<file path="src/rtl/puf_crp_ctrl_if.sv">
// Request, response and PUF-side signal bundle for puf_crp_ctrl.
// master is the controller side; slave is the host/PUF environment side.
interface puf_crp_ctrl_if #(
  parameter int unsigned C_BITS = 8
);
  logic              req_valid;
  logic              req_ready;
  logic [C_BITS-1:0] req_challenge;
  logic              rsp_valid;
  logic              rsp_ready;
  logic [C_BITS-1:0] rsp_challenge;
  logic              rsp_bit;
  logic              rsp_stable;
  logic [C_BITS-1:0] puf_challenge;
  logic              puf_reset;
  logic              puf_enable;
  logic              puf_resp;
  logic              busy;

  modport master (
    input  req_valid, req_challenge, rsp_ready, puf_resp,
    output req_ready, rsp_valid, rsp_challenge, rsp_bit, rsp_stable,
           puf_challenge, puf_reset, puf_enable, busy
  );

  modport slave (
    output req_valid, req_challenge, rsp_ready, puf_resp,
    input  req_ready, rsp_valid, rsp_challenge, rsp_bit, rsp_stable,
           puf_challenge, puf_reset, puf_enable, busy
  );
endinterface

</file>
<file path="src/rtl/puf_crp_ctrl.sv">
// Arbiter PUF sequencer: challenge in, reset/gap/enable/settle, CRP out.
// Optional macro MAJORITY_VOTE_EN repeats the evaluation NUM_VOTES times and votes.
module puf_crp_ctrl #(
  parameter int unsigned C_BITS        = 8,
  parameter int unsigned RST_CYCLES    = 2,
  parameter int unsigned SETTLE_CYCLES = 16,
  parameter int unsigned NUM_VOTES     = 5
) (
  input  logic           i_clk,
  input  logic           i_reset,
  puf_crp_ctrl_if.master bus
);

  localparam int unsigned CNT_MAX = (RST_CYCLES > SETTLE_CYCLES) ? RST_CYCLES : SETTLE_CYCLES;
  localparam int unsigned CNT_W   = (CNT_MAX > 1) ? $clog2(CNT_MAX) : 1;
  localparam logic [CNT_W-1:0] RST_LAST    = CNT_W'(RST_CYCLES - 1);
  localparam logic [CNT_W-1:0] SETTLE_LAST = CNT_W'(SETTLE_CYCLES - 1);

  if (RST_CYCLES < 1 || SETTLE_CYCLES < 1 || NUM_VOTES < 1 || (NUM_VOTES % 2) == 0) begin : g_bad_cfg
    $error("puf_crp_ctrl: illegal parameter combination");
  end

  typedef enum logic [2:0] {StIdle, StRst, StGap, StEval, StResp} state_e;

  state_e            r_state;
  logic [CNT_W-1:0]  r_cnt;
  logic [C_BITS-1:0] r_puf_challenge;
  logic [C_BITS-1:0] r_rsp_challenge;
  logic              r_puf_reset;
  logic              r_puf_enable;
  logic              r_rsp_valid;
  logic              r_rsp_bit;
  logic              r_rsp_stable;
  logic              r_busy;

`ifdef MAJORITY_VOTE_EN
  localparam int unsigned VOTE_W = (NUM_VOTES > 1) ? $clog2(NUM_VOTES) : 1;
  localparam int unsigned ONES_W = $clog2(NUM_VOTES + 1);

  logic [VOTE_W-1:0] r_vote;
  logic [ONES_W-1:0] r_ones;
  logic [ONES_W-1:0] w_ones_next;
  logic              w_last_vote;

  assign w_ones_next = r_ones + ONES_W'(bus.puf_resp);
  assign w_last_vote = (r_vote == VOTE_W'(NUM_VOTES - 1));
`endif

  always_ff @(posedge i_clk) begin
    if (i_reset) begin
      r_state         <= StIdle;
      r_cnt           <= '0;
      r_puf_challenge <= '0;
      r_rsp_challenge <= '0;
      r_puf_reset     <= 1'b0;
      r_puf_enable    <= 1'b0;
      r_rsp_valid     <= 1'b0;
      r_rsp_bit       <= 1'b0;
      r_rsp_stable    <= 1'b0;
      r_busy          <= 1'b0;
`ifdef MAJORITY_VOTE_EN
      r_vote          <= '0;
      r_ones          <= '0;
`endif
    end else begin
      unique case (r_state)
        StIdle: begin
          if (bus.req_valid) begin
            r_puf_challenge <= bus.req_challenge;
            r_rsp_challenge <= bus.req_challenge;
            r_puf_reset     <= 1'b1;
            r_busy          <= 1'b1;
            r_cnt           <= '0;
            r_state         <= StRst;
`ifdef MAJORITY_VOTE_EN
            r_vote          <= '0;
            r_ones          <= '0;
`endif
          end
        end
        StRst: begin
          if (r_cnt == RST_LAST) begin
            r_puf_reset <= 1'b0;
            r_cnt       <= '0;
            r_state     <= StGap;
          end else begin
            r_cnt <= r_cnt + 1'b1;
          end
        end
        StGap: begin
          r_puf_enable <= 1'b1;
          r_cnt        <= '0;
          r_state      <= StEval;
        end
        StEval: begin
          if (r_cnt == SETTLE_LAST) begin
            // The response is sampled on the edge that ends the last enable cycle
            r_puf_enable <= 1'b0;
            r_cnt        <= '0;
`ifdef MAJORITY_VOTE_EN
            r_ones <= w_ones_next;
            if (w_last_vote) begin
              r_rsp_bit    <= (w_ones_next > ONES_W'(NUM_VOTES / 2));
              r_rsp_stable <= (w_ones_next == '0) || (w_ones_next == ONES_W'(NUM_VOTES));
              r_rsp_valid  <= 1'b1;
              r_state      <= StResp;
            end else begin
              r_vote      <= r_vote + 1'b1;
              r_puf_reset <= 1'b1;
              r_state     <= StRst;
            end
`else
            r_rsp_bit    <= bus.puf_resp;
            r_rsp_stable <= 1'b1;
            r_rsp_valid  <= 1'b1;
            r_state      <= StResp;
`endif
          end else begin
            r_cnt <= r_cnt + 1'b1;
          end
        end
        StResp: begin
          if (bus.rsp_ready) begin
            r_rsp_valid <= 1'b0;
            r_busy      <= 1'b0;
            r_state     <= StIdle;
          end
        end
        default: r_state <= StIdle;
      endcase
    end
  end

  assign bus.req_ready     = (r_state == StIdle) && !i_reset;
  assign bus.rsp_valid     = r_rsp_valid;
  assign bus.rsp_challenge = r_rsp_challenge;
  assign bus.rsp_bit       = r_rsp_bit;
  assign bus.rsp_stable    = r_rsp_stable;
  assign bus.puf_challenge = r_puf_challenge;
  assign bus.puf_reset     = r_puf_reset;
  assign bus.puf_enable    = r_puf_enable;
  assign bus.busy          = r_busy;

endmodule

</file>
<file path="src/flat_wrapper.sv">
// flat-port wrapper written by rule: the top's interface ports become plain ports
module puf_crp_ctrl_flat 
#(
  parameter int unsigned C_BITS        = 8,
  parameter int unsigned RST_CYCLES    = 2,
  parameter int unsigned SETTLE_CYCLES = 16,
  parameter int unsigned NUM_VOTES     = 5
)
  (i_clk, i_reset, bus_req_valid, bus_req_challenge, bus_rsp_ready, bus_puf_resp, bus_req_ready, bus_rsp_valid, bus_rsp_challenge, bus_rsp_bit, bus_rsp_stable, bus_puf_challenge, bus_puf_reset, bus_puf_enable, bus_busy);
  puf_crp_ctrl_if #(.C_BITS(C_BITS)) bus_i ();
  input  logic i_clk;
  input  logic i_reset;
  input wire logic [$bits(bus_i.req_valid)-1:0] bus_req_valid;
  input wire logic [$bits(bus_i.req_challenge)-1:0] bus_req_challenge;
  input wire logic [$bits(bus_i.rsp_ready)-1:0] bus_rsp_ready;
  input wire logic [$bits(bus_i.puf_resp)-1:0] bus_puf_resp;
  output wire logic [$bits(bus_i.req_ready)-1:0] bus_req_ready;
  output wire logic [$bits(bus_i.rsp_valid)-1:0] bus_rsp_valid;
  output wire logic [$bits(bus_i.rsp_challenge)-1:0] bus_rsp_challenge;
  output wire logic [$bits(bus_i.rsp_bit)-1:0] bus_rsp_bit;
  output wire logic [$bits(bus_i.rsp_stable)-1:0] bus_rsp_stable;
  output wire logic [$bits(bus_i.puf_challenge)-1:0] bus_puf_challenge;
  output wire logic [$bits(bus_i.puf_reset)-1:0] bus_puf_reset;
  output wire logic [$bits(bus_i.puf_enable)-1:0] bus_puf_enable;
  output wire logic [$bits(bus_i.busy)-1:0] bus_busy;
  assign bus_i.req_valid = bus_req_valid;
  assign bus_i.req_challenge = bus_req_challenge;
  assign bus_i.rsp_ready = bus_rsp_ready;
  assign bus_i.puf_resp = bus_puf_resp;
  assign bus_req_ready = bus_i.req_ready;
  assign bus_rsp_valid = bus_i.rsp_valid;
  assign bus_rsp_challenge = bus_i.rsp_challenge;
  assign bus_rsp_bit = bus_i.rsp_bit;
  assign bus_rsp_stable = bus_i.rsp_stable;
  assign bus_puf_challenge = bus_i.puf_challenge;
  assign bus_puf_reset = bus_i.puf_reset;
  assign bus_puf_enable = bus_i.puf_enable;
  assign bus_busy = bus_i.busy;
  puf_crp_ctrl #(.C_BITS(C_BITS), .RST_CYCLES(RST_CYCLES), .SETTLE_CYCLES(SETTLE_CYCLES), .NUM_VOTES(NUM_VOTES)) u_core (.i_clk(i_clk), .i_reset(i_reset), .bus(bus_i));
endmodule
</file>
<file path="config.mk">
export PLATFORM = sky130hd
export DESIGN_NAME = puf_crp_ctrl_flat
export DESIGN_NICKNAME = d
export VERILOG_FILES = /design/src/rtl/puf_crp_ctrl_if.sv /design/src/rtl/puf_crp_ctrl.sv /design/src/flat_wrapper.sv
export SDC_FILE = /design/constraint.sdc
export NUM_CORES = 1
export LEC_CHECK = 0
export BUFFER_PORTS_ARGS = -buffer_cell sky130_fd_sc_hd__buf_2
export CORE_ASPECT_RATIO = 0.75
export CORE_UTILIZATION = 40
export DETAILED_ROUTE_END_ITERATION = 10
export GPL_ROUTABILITY_DRIVEN = 1
export HOLD_SLACK_MARGIN = 0.05
export PLACE_DENSITY_LB_ADDON = 0.1
export SYNTH_ARGS = -nofsm -noshare
export SYNTH_HDL_FRONTEND = slang
export SYNTH_SLANG_ARGS = --single-unit
</file>
<file path="constraint.sdc">
create_clock -name i_clk -period 1.44 [get_ports i_clk]
set_clock_uncertainty 0.05 [all_clocks]
set_input_delay 0.072 -clock i_clk [delete_from_list [all_inputs] [get_ports i_clk]]
set_output_delay 0.072 -clock i_clk [all_outputs]
set_load 0.03 [all_outputs]
</file>
### After elaboration in Yosys (flattened, before gate mapping)

Index checks and enable logic that the tools add are counted.

| word-level totals | value |
|---|---|
| flip-flop bits (word level) | 21 |
| input port bits | 13 |
| output and inout bits | 23 |

| operators by class | value |
|---|---|
| $add $sub $neg | 1 |
| eq/ne operators | 10 |
| mux-type cells | 18 |
| reductions and logical operators | 16 |

Operators by type and width:

| operator | count |
|---|---|
| case mux 4 bit (4 select lines) | 1 |
| case mux 3 bit (5 select lines) | 1 |
| two-way mux 3 bit | 4 |
| two-way mux 4 bit | 3 |
| AND reduction 3 bit | 3 |
| case mux 1 bit (2 select lines) | 4 |
| AND reduction 2 bit | 4 |
| nonzero test 2 bit | 4 |
| == test 3 x 2 -> 1 bit (second input constant) | 2 |
| two-way mux 1 bit | 5 |
| adder 4 x 1 -> 4 bit (second input constant) | 1 |
| == test 4 x 1 -> 1 bit (second input constant) | 1 |
| == test 4 bit (second input constant) | 1 |
| inequality test 2 x 1 -> 1 bit (second input constant) | 2 |
| inequality test 2 bit (second input constant) | 2 |
| AND reduction 4 bit | 1 |
| nonzero test 4 bit | 1 |
| == test 3 x 1 -> 1 bit (second input constant) | 1 |
| == test 3 bit (second input constant) | 1 |
| zero test 3 bit | 1 |
| logical AND 1 bit | 1 |
| zero test 1 bit | 1 |

### Depth between registers and ports, before layout

| logic depth | value |
|---|---|
| depth in word-level cells | 3 |
| mapped depth | 6 |
| mapped depth without buffers | 6 |

### Least setup slack after synthesis

OpenSTA, ideal clock, no wires.

| timing path | value |
|---|---|
| kind | register to output |
| start | register u_core.r_state[2] |
| end | output bus_req_ready |
| arrival time | 1459 ps |
| data required time | 1318 ps |
| setup slack | -141 ps |
| stages on the path, launching flop included | 3 |
| cell sequence | dfxtp_1 buf_6 nor4_1 |

| between the ends | value |
|---|---|
| word-level cells in the longest chain between the ends | 2 |

Ends and longest elaborated chain:

| element | RTL line | RTL |
|---|---|---|
| start: declaration | puf_crp_ctrl.sv:25 | `state_e r_state;` |
| start signal: assignment | puf_crp_ctrl.sv:51 | `r_state <= StIdle;` |
| start signal: assignment | puf_crp_ctrl.sv:74 | `r_state <= StRst;` |
| start signal: assignment | puf_crp_ctrl.sv:85 | `r_state <= StGap;` |
| zero test 3 bit | puf_crp_ctrl.sv:134 | `assign bus.req_ready = (r_state == StIdle) && !i_reset;` |
| logical AND 1 bit | puf_crp_ctrl.sv:134 |  |
| end: declaration | flat_wrapper.sv:17 | `output wire logic [$bits(bus_i.req_ready)-1:0] bus_req_ready;` |

Every way passes these cells.

### Final worst setup path

| timing path | value |
|---|---|
| start | register u_core.r_state[2] |
| end | register u_core.r_state[0] |

| between the ends | value |
|---|---|
| word-level cells in the longest chain between the ends | 3 |
| elaborated cells on any way between the ends | 11 |
| those cells by class | eq/ne (8); mux (1); reduce/logical (2) |

Ends and longest elaborated chain:

| element | RTL line | RTL |
|---|---|---|
| == test 3 x 2 -> 1 bit (tied with other cells) | puf_crp_ctrl.sv:66 | `unique case (r_state)` |
| inequality test 2 x 1 -> 1 bit (no source line) / inequality test 2 bit (equally long branches) | n/a |  |
| AND reduction 4 bit (no source line) | n/a |  |

Parallel ways exist; a longest one is shown, timed or not.
A chain may end at the register's enable or synchronous reset.

==> results.toml <==
[status]
status = "complete, no violations"

[grt]
grt_pass1_vias = 789
antenna_found_initial = 0
grt_overflow = 0
grt_first_pass_wirelength_um = 3510
grt_use_total_pct = 17.4
grt_max_degree = 23

[hold_path]
holdCritPathClass = "input pin to register"

[timing]
tightest_slew_ns = 0.466
min_period_over_period_pct = 98.3
maxSlewHeadroom_pct = 68.9
timing.hold.ws_ns = 0.124
slew_violations = 0
period_needed_ns = 1.42
hold_viol = 0
finalSetupViolCount = 0
rsz0062_at_grt = "true"
fmax_mhz = 706

[pwr]
p_total_mw = 1.26
p_leak_nw = 0.610
peakVddDrop_mv = 0.542
p_per_area_mw_per_mm2 = 924

[setup_path]
r2r_slack_ns = 0.02
crit_path_max_fanout = 5
criticalPathCategory = "register to register"
worstPathArrival_ns = 1.61
startpoint_type = "register"
required_ns = 1.63
end_kind = "register"

[floorplan]
die_w_um = 60.1
die_h_um = 45.5
rows = 15
die-area_mm2 = 0.00273
ioPinCount = 36
start_util_pct = 43.1
core_mm2 = 0.00235

[detailed_routing]
drc = 0
dr.pass1.iters = 4
drt_wl_total_um = 2250
vias = 955
via_per_inst = 4.87
drt_iter0_drc = 24
ant_nets = 0
wl_per_cell_um = 11.5

[clock_network]
cts_tree = "built"
clockBufferDepth = 2
cts_max_level = 1
clock_latency_ns = 0.31
cts.sinks = 21
path_clk_slew_ns = 0.13
root_buffer = "clkbuf_4"
cts-buffers-inserted = 3
post-cts-setup-buffers = 0

[finish]
layout-area-overhead-vs-synth_pct = 34.5
final_util_pct = 58.0
final_cell_count_no_fill = 196
seqCellArea_um2 = 429
fin_nets = 178
multi_input_comb_area_um2 = 509
fill_cells = 210
drive_gt1_share_pct = 37.0
diodes = 0

[place]
hpwl_um = 1490
port_buffers = 35
placed_cells = 182
gp_congestion = 0.793

[logic_synthesis]
syn-num-nets = 136
synth_cell_type_count = 33
synth.cell_area_mm2 = 0.00101
synth.ff_latch_count = 21
syn_avg_cell_area_um2 = 8.36
synthCells = 121
ys_seq_area_share_pct = 41.6
yosysWarnings = 0

[run]
maxCapViolCount = 0
[path summary, 6_finish.rpt]
path / startpoint / to / depth (start not counted)
max: u_core.r_state[2] / u_core.r_state[0] / 4
min: bus_req_valid / u_core.r_state[0] / 3
max reg2reg: u_core.r_state[2] / u_core.r_state[0] / 4
min reg2reg: u_core.bus.rsp_stable / u_core.bus.rsp_stable / 2
[flip-flops by register name (all words and copies together), names as in the netlist]
register	count
u_core.r_cnt	4
u_core.r_state	3
u_core.bus.rsp_bit	1
u_core.bus.rsp_challenge	8
u_core.bus.puf_enable	1
u_core.bus.puf_reset	1
u_core.bus.rsp_valid	1
u_core.bus.rsp_stable	1
u_core.bus.busy	1
[power breakdown]
| part | switching (mW) | total, mW | internal (mW) |
|---|---|---|---|
| Combinational | 0.197 | 0.324 | 0.127 |
| Clock | 0.192 | 0.298 | 0.106 |
| Sequential | 0.0237 | 0.635 | 0.612 |
[per-stage QoR]
stage	setup slack (ns)	setup TNS (ns)	instance area [um^2]
after floorplan	0.0807	0	1020
after global placement	0.0306	0	1180
after detailed placement	-0.0192	-0.0192	1180
after CTS	0.00108	0	1320
after global routing	-0.0330	-0.113	1360
final	0.0241	0	1360
[layout by cell type (no fill, tap or decap), types with 2 or more instances in the layout]
master         Yosys  layout
nand3b_1           3       3
mux2i_1            3       3
a22oi_1            2       2
dfxtp_2            0       4
and3_2             1       2
buf_4              8       5
nand3_1            3       2
nor2_1            11      11
nand2_1           21      21
buf_2              1      34
clkbuf_4           0       3
a2bb2oi_1          2       2
inv_1              5       5
a211oi_1           2       2
dfxtp_1           21      16
ha_1               2       2
dlygate4sd3_1      0      10
buf_6              2       2
a21oi_1           14      14
[routing by layer]
metal / wire [um] / global-route usage (%)
met1: 1150 / 23.7
met2: 1010 / 27.8
met3: 87 / 6.25
met4: 4 / 1.40
met5: 0 / 0
[layout make-up]
type / instances / area share (%)
inverters: 5 / 1.38
repair buffers: 51 / 24.3
multi-input cells: 81 / 37.4
clock buffers: 3 / 1.66
clock inverters: 1 / 0.552
well taps: 34 / 3.13
flip-flops and latches: 21 / 31.6
[cells by family after synthesis]
logic type	after synthesis	synth area share, %
buffers and inverters	19	12.6
AOI/OAI and AO/OA	26	16.7
adders and majority gates	2	2.47
and+or+nand+nor	50	23.6
muxes	3	2.97
DFF	21	41.6
[cells in the mapped netlist, drive strengths merged]
master   count  share of area, %
o21ai        2              0.99
a211oi       3               2.7
nor4b        1              0.87
nand3        3               1.5
clkbuf       3               2.1
ha           2               2.5
or2          1              0.62
dfxtp       21                42
and3         2               1.4
nor2        11               4.1
nor4         2               1.2
o22ai        1               1.2
nor3b        1              0.74
nand3b       3               2.2
inv          5               1.9
or3b         1              0.87
buf         11               8.7
mux2i        3               3.0
a2bb2oi      2               1.7
nand2b       2               1.2
a21oi       14               6.9
a2111oi      1              0.87
and2         1              0.62
nand2       21               7.8
a22oi        2               1.5
nor3         1              0.49
o211ai       1              0.74
[timing repair]
item | CTS | global route
resized for setup | 6 | 10
setup endpoints to repair | 2 | 20
gates cloned | 0 | 0
pin swaps | 0 | 4
endpoints found under the hold margin | 12 | 0
hold buffers | 10 | 0
[worst max-delay path: stages, from the launching register on]
cell      delay, ns
dfxtp_4        0.38
or3b_1         0.40
o22ai_2        0.26
nor2_1         0.08
a211oi_2       0.18
No activity file was read; power rests on OpenSTA's default activity.
